## src/rtl/switch_debounce_if.sv

```systemverilog
// rtl/switch_debounce_if.sv - switch debouncer signal bundle
interface switch_debounce_if;
    logic       ena;
    logic [7:0] sw_in;
    logic [7:0] sw_stable;
    logic       sw_changed;
    logic [7:0] sw_rise;
    logic [7:0] sw_fall;
    logic       busy;

    modport master (
        output ena,
        output sw_in,
        input  sw_stable,
        input  sw_changed,
        input  sw_rise,
        input  sw_fall,
        input  busy
    );

    modport slave (
        input  ena,
        input  sw_in,
        output sw_stable,
        output sw_changed,
        output sw_rise,
        output sw_fall,
        output busy
    );
endinterface

```

## src/rtl/switch_debounce.sv

```systemverilog
// rtl/switch_debounce.sv - 8-bit switch debouncer with commit pulses
module switch_debounce #(
    parameter logic [23:0] DEBOUNCE_CYCLES = 24'd100_000
) (
    input logic          clk,
    input logic          rst_n,
    switch_debounce_if.slave sw
);
    typedef enum logic {IDLE, SETTLE} state_t;

    localparam logic [23:0] LAST_CNT = DEBOUNCE_CYCLES - 24'd1;

    logic [7:0]  sync1_q, sync2_q;
    state_t      state_q, state_d;
    logic [7:0]  cand_q, cand_d;
    logic [23:0] cnt_q, cnt_d;
    logic [7:0]  stable_q, stable_d;
    logic [7:0]  rise_q, rise_d;
    logic [7:0]  fall_q, fall_d;
    logic        changed_q, changed_d;

    // sw_in is asynchronous; only sync2_q is visible to the FSM
    always_ff @(posedge clk or negedge rst_n) begin
        if (!rst_n) begin
            sync1_q <= 8'h00;
            sync2_q <= 8'h00;
        end else begin
            sync1_q <= sw.sw_in;
            sync2_q <= sync1_q;
        end
    end

    always_ff @(posedge clk or negedge rst_n) begin
        if (!rst_n) begin
            state_q   <= IDLE;
            cand_q    <= 8'h00;
            cnt_q     <= 24'd0;
            stable_q  <= 8'h00;
            rise_q    <= 8'h00;
            fall_q    <= 8'h00;
            changed_q <= 1'b0;
        end else begin
            state_q   <= state_d;
            cand_q    <= cand_d;
            cnt_q     <= cnt_d;
            stable_q  <= stable_d;
            rise_q    <= rise_d;
            fall_q    <= fall_d;
            changed_q <= changed_d;
        end
    end

    always_comb begin
        state_d   = state_q;
        cand_d    = cand_q;
        cnt_d     = cnt_q;
        stable_d  = stable_q;
        rise_d    = 8'h00;
        fall_d    = 8'h00;
        changed_d = 1'b0;
        if (!sw.ena) begin
            state_d = IDLE;
            cnt_d   = 24'd0;
        end else begin
            case (state_q)
                IDLE: begin
                    if (sync2_q != stable_q) begin
                        cand_d  = sync2_q;
                        cnt_d   = 24'd0;
                        state_d = SETTLE;
                    end
                end
                SETTLE: begin
                    if (sync2_q != cand_q) begin
                        cand_d = sync2_q;
                        cnt_d  = 24'd0;
                    end else if (cnt_q >= LAST_CNT) begin
                        // A bounce back to the old value commits silently
                        stable_d  = cand_q;
                        rise_d    = cand_q & ~stable_q;
                        fall_d    = ~cand_q & stable_q;
                        changed_d = (cand_q != stable_q);
                        cnt_d     = 24'd0;
                        state_d   = IDLE;
                    end else begin
                        cnt_d = cnt_q + 24'd1;
                    end
                end
                default: state_d = IDLE;
            endcase
        end
    end

    assign sw.sw_stable  = stable_q;
    assign sw.sw_changed = changed_q;
    assign sw.sw_rise    = rise_q;
    assign sw.sw_fall    = fall_q;
    assign sw.busy       = (state_q == SETTLE);
endmodule

```

## src/flat_wrapper.sv

```systemverilog
// flat-port wrapper written by rule: the top's interface ports become plain ports
module switch_debounce_flat 
#(
    parameter logic [23:0] DEBOUNCE_CYCLES = 24'd100_000
)
  (clk, rst_n, sw_ena, sw_sw_in, sw_sw_stable, sw_sw_changed, sw_sw_rise, sw_sw_fall, sw_busy);
  switch_debounce_if sw_i ();
  input logic clk;
  input logic rst_n;
  input wire logic [$bits(sw_i.ena)-1:0] sw_ena;
  input wire logic [$bits(sw_i.sw_in)-1:0] sw_sw_in;
  output wire logic [$bits(sw_i.sw_stable)-1:0] sw_sw_stable;
  output wire logic [$bits(sw_i.sw_changed)-1:0] sw_sw_changed;
  output wire logic [$bits(sw_i.sw_rise)-1:0] sw_sw_rise;
  output wire logic [$bits(sw_i.sw_fall)-1:0] sw_sw_fall;
  output wire logic [$bits(sw_i.busy)-1:0] sw_busy;
  assign sw_i.ena = sw_ena;
  assign sw_i.sw_in = sw_sw_in;
  assign sw_sw_stable = sw_i.sw_stable;
  assign sw_sw_changed = sw_i.sw_changed;
  assign sw_sw_rise = sw_i.sw_rise;
  assign sw_sw_fall = sw_i.sw_fall;
  assign sw_busy = sw_i.busy;
  switch_debounce #(.DEBOUNCE_CYCLES(DEBOUNCE_CYCLES)) u_core (.clk(clk), .rst_n(rst_n), .sw(sw_i));
endmodule
```

## config.mk

```make
export PLATFORM = sky130hd
export DESIGN_NAME = switch_debounce_flat
export DESIGN_NICKNAME = d
export VERILOG_FILES = /design/src/rtl/switch_debounce_if.sv /design/src/rtl/switch_debounce.sv /design/src/flat_wrapper.sv
export SDC_FILE = /design/constraint.sdc
export NUM_CORES = 1
export LEC_CHECK = 0
export CORE_ASPECT_RATIO = 1.4
export CORE_MARGIN = 3
export CORE_UTILIZATION = 34
export CTS_BUF_LIST = sky130_fd_sc_hd__clkbuf_8
export DETAILED_ROUTE_END_ITERATION = 10
export DONT_BUFFER_PORTS = 1
export SETUP_SLACK_MARGIN = 0.5
export SLEW_MARGIN = 10
export SYNTH_ARGS = -nofsm -noshare
export SYNTH_HDL_FRONTEND = slang
export SYNTH_SLANG_ARGS = --single-unit
```

## constraint.sdc

```tcl
create_clock -name clk -period 5.7 [get_ports clk]
set_input_delay 1.14 -clock clk [delete_from_list [all_inputs] [get_ports clk]]
set_output_delay 1.14 -clock clk [all_outputs]
set_load 0.02 [all_outputs]
```

Word-level counts from Yosys, hierarchy flattened
Cells that the tools add are included.
- add/sub/neg operators: 1
- order comparisons: 1
- equal/unequal tests: 6
- muxes and demuxes: 25
- bitwise gates (word level): 6
- reduce and logical (&&, ||, !) cells: 2
- operators with widths (cell ; number):
    $mux 24 ; 4
    $mux 8 ; 10
    $pmux 24 s2 ; 1
    $add 24x1->24 const B ; 1
    $ge 24x17->1 const B ; 1
    $ne 8x8->1 ; 3
    $and 8x8->8 ; 2
    $not 8->8 ; 2
    $pmux 8 s2 ; 1
    $mux 1 ; 8
    $reduce_and 4->1 ; 1
    $ne 3x2->1 const B ; 1
    $reduce_and 3->1 ; 1
    $ne 2x1->1 const B ; 1
    $ne 2x2->1 const B ; 1
    $not 1->1 ; 2
    $pmux 1 s2 ; 1
- flip-flop bits (word level): 74
- input port bits: 11
- output and inout port bits: 26
- logic and storage cells: 50

Logic depth before layout (Yosys ltp)
- depth after elaboration: 6
- mapped depth: 7

Least setup slack after synthesis
Ideal clock, no wire load.
- kind: in2reg
- from: in sw_ena
- to: reg u_core.cnt_q[0]
- library setup time: 65 ps
- arrival time: 2479 ps
- path slack: 3155 ps
- cell stages on the path: 7
- buffers on the path: 3
- cells stage by stage: buf_2 -> inv_1 -> or4_1 -> buf_2 -> nor2_4 -> buf_4 -> mux2_2
- cells in the longest elaborated chain, start to end: 1
- ends and longest elaborated chain (what ; line ; source):
    from (decl) ; flat_wrapper.sv:10 ; input wire logic [$bits(sw_i.ena)-1:0] sw_ena;
    $ne 3x2->1 (no source line) or $mux 24 (tied branches) ; - ;
    to (signal assigned) ; switch_debounce.sv:45 ; cnt_q <= cnt_d;
    to (decl) ; switch_debounce.sv:16 ; logic [23:0] cnt_q, cnt_d;
Parallel ways exist; a longest one is shown, timed or not.
A chain may end at the register's enable or synchronous reset.

Worst setup path after layout
- from: reg u_core.cand_q[6]
- to: reg u_core.cand_q[0]
- cells in the longest elaborated chain, start to end: 3
- ends and longest elaborated chain (what ; line ; source):
    from (decl) ; switch_debounce.sv:15 ; logic [7:0] cand_q, cand_d;
    from (signal assigned) ; switch_debounce.sv:44 ; cand_q <= cand_d;
    $ne 8x8->1 ; switch_debounce.sv:74 ; if (sync2_q != cand_q) begin
    $ne 2x2->1 (no source line) ; - ;
    $reduce_and 3->1 (no source line) ; - ;
No other way between the ends.

==> impl_metrics.tcl <==
set metrics [dict create \
    synth.avg_cell_area_sq_um 11.6 \
    drtIter0Drc 138 \
    yosys_warnings 0 \
    p_leak_nw 1.73 \
    gp_congestion 0.798 \
    clockRootBuffer "clkbuf_8" \
    antenna_found_initial 0 \
    finalHoldViolations 0 \
    yosysUniqueCellTypes 49 \
    grt_usage 0.131 \
    wl_per_cell_um 15.5 \
    end_kind "flop" \
    grt_pass1_vias 2404 \
    initial_utilization 0.352 \
    clkTransAtPathRegs_ns 0.08 \
    die_area_sq_um 11600 \
    place_area_sq_um 3610 \
    async_reset_ff_frac 1.00 \
    vias_per_cell 5.09 \
    nFillCells 963 \
    ctsResizeCount 0 \
    syn2layout_area_growth_pct 9.40 \
    fin_crit_ns 2.35 \
    finalInstanceArea_sq_um 3830 \
    clk_latency_ns 0.36 \
    maxSlewViolCount 0 \
    synth.area.top_cells "dfrtp_1, ha_1, xnor2_1" \
    drv_cap 0 \
    required_ns 5.94 \
    drive_gt1_frac 0.129 \
    worst_slew_pin_slew_ns 0.917 \
    slowest_delay_ns 0.73 \
    drcViolationCount 0 \
    placed_cells 428 \
    finalNetCount 332 \
    syn-instance-count 303 \
    instances_no_fill 444 \
    synth_edf_count 0 \
    io_pins 37 \
    antenna_cells 0 \
    power_density_nw_per_um2 268 \
    worstPathArrival_ns 2.59 \
    numPortBuffers 0 \
    ir_drop_uv 145 \
    gr-total-overflow 0 \
    synthesis.area_sq_um 3500 \
    hp-class "flop to flop" \
    clock-sinks 74 \
    max_clock_freq_mhz 425 \
    vias 2259 \
    ys_seq_area_frac 0.529 \
    grt_max_degree 75 \
    grt_pass1_wl_mm 11.8 \
    mostFrequentLayoutCells "dfrtp_1, inv_1, and2_1, ha_1" \
    final.setup.tns_ns 0 \
    relSlewSlack 0.386 \
    fin_crit_sh 0.413 \
    htreeDepth 3 \
    crit_path_max_fanout 8 \
    die_w_um 91.8 \
    dp_hpwl_mm 4.90 \
    critPathKind "flop to flop" \
    clock_path_buffers 2 \
    numCtsBuffers 9 \
    synth_fp_nets 331 \
    cp_slowest_cell "nor3_1" \
    crit_chain "xnor2_1 > nand4_1 > nor3_1 > nor2_1 > mux2_2" \
    whs_ns 0.351 \
    holdBufCountCts 0 \
    ys_seq_elements 74 \
    die_h_um 126 \
    cts_tree "built" \
    ant_nets 0 \
    status "finished, final reports clean" \
    wl_mm 6.88 \
    startpoint_type "flop" \
    yosysTopAreaCell "dfrtp_1" \
    ys.flop_type "dfrtp_1" \
    cp_num_buf_inv 0 \
    firstDrtPassIters 4 \
    rsz0062_at_grt "false" \
    num_rows 43 \
    post-cts-setup-buffers 0 \
    crit_family "simple AND/OR/NAND/NOR gates" \
    dpl_worst_slack_ns 3.08 \
    finalSetupViolCount 0 \
    setup_slack_ns 3.35 \
    fp.coreArea_sq_um 9950 \
    layout_commonest_cell "dfrtp_1" \
    fin_worst_skew_ns 0.0109 \
    synth_top_area_share 0.529 \
]
state kept, by name, indices dropped and copies added, names as in the netlist:
register              cells
u_core.cnt_q             24
u_core.cand_q             8
u_core.sw.sw_fall         8
u_core.sw.sw_rise         8
u_core.sw.sw_stable       8
u_core.sync1_q            8
u_core.sync2_q            8
u_core.sw.busy            1
u_core.sw.sw_changed      1
cells in the mapped netlist, types with 3 or more instances:
master / instances
a21oi_1: 8
a221o_1: 6
a22o_1: 4
a41o_1: 4
and2_1: 19
and3_1: 3
buf_2: 4
dfrtp_1: 74
ha_1: 17
inv_1: 24
mux2_2: 9
mux2i_1: 8
nand2_1: 14
nand3_1: 8
nand3b_1: 3
nand4_1: 9
nor2_1: 8
nor3_1: 17
nor4_1: 4
o21ai_0: 5
o22a_1: 3
or3_1: 3
xnor2_1: 16
stage by stage:
stage | power, mW | utilization
final | 1.03 | 0.385
after global routing | 1.07 | 0.385
after CTS | 1.04 | 0.385
after detailed placement | 0.595 | 0.363
after global placement | 0.594 | 0.363
after floorplan | 0.585 | -
kinds of logic (layout without fill, tap and decap cells):
| kind of cell | after synthesis | count (layout) | share of synthesized area |
|---|---|---|---|
| buffers and inverters | 35 | 41 | 0.0457 |
| muxes | 17 | 17 | 0.0518 |
| AOI/OAI and AO/OA | 37 | 37 | 0.0829 |
| and+or+nand+nor | 107 | 107 | 0.190 |
| adders and majority gates | 17 | 17 | 0.0607 |
| xor gates and xnor gates | 16 | 16 | 0.0400 |
| DFF | 74 | 74 | 0.529 |
final cells by class:
class	count	area (sq um)	area share
Tap cell	135	169	0.0441
Sequential cell	74	1850	0.483
Timing Repair Buffer	1	7.51	0.00196
Clock buffer	9	124	0.0323
Inverter	24	90.1	0.0235
Clock inverter	7	93.8	0.0245
Multi-Input combinational cell	194	1500	0.390
routing by layer:
metal | part of all wire | GRT usage | wire length, um | vias up
li1 | - | - | - | 1081
met1 | 0.37 | 0.139 | 2580 | 1108
met2 | 0.53 | 0.224 | 3680 | 54
met3 | 0.061 | 0.0436 | 420 | 16
met4 | 0.029 | 0.0779 | 202 | 0
met5 | 0 | 0 | 0 | -
power breakdown:
group	internal, mW	switching (mW)
Sequential	0.537	0.0129
Clock	0.245	0.198
Combinational	0.0181	0.0153
worst paths after layout:
| kind | start | to | slack, ns | depth (start not counted) |
|---|---|---|---|---|
| worst min register to register | u_core.sync1_q[0] | u_core.sync2_q[0] | 0.35 | 0 |
| min in group asynchronous | rst_n | u_core.cnt_q[3] | 0.47 | 0 |
| max in group asynchronous | rst_n | u_core.sw.sw_rise[3] | 5.11 | 0 |
| worst max-delay path | u_core.cand_q[6] | u_core.cand_q[0] | 3.35 | 5 |
| worst max register to register | u_core.cand_q[6] | u_core.cand_q[0] | 3.35 | 5 |
| worst min-delay path | u_core.sync1_q[0] | u_core.sync2_q[0] | 0.35 | 0 |
Power figures use the tool's default switching activity.
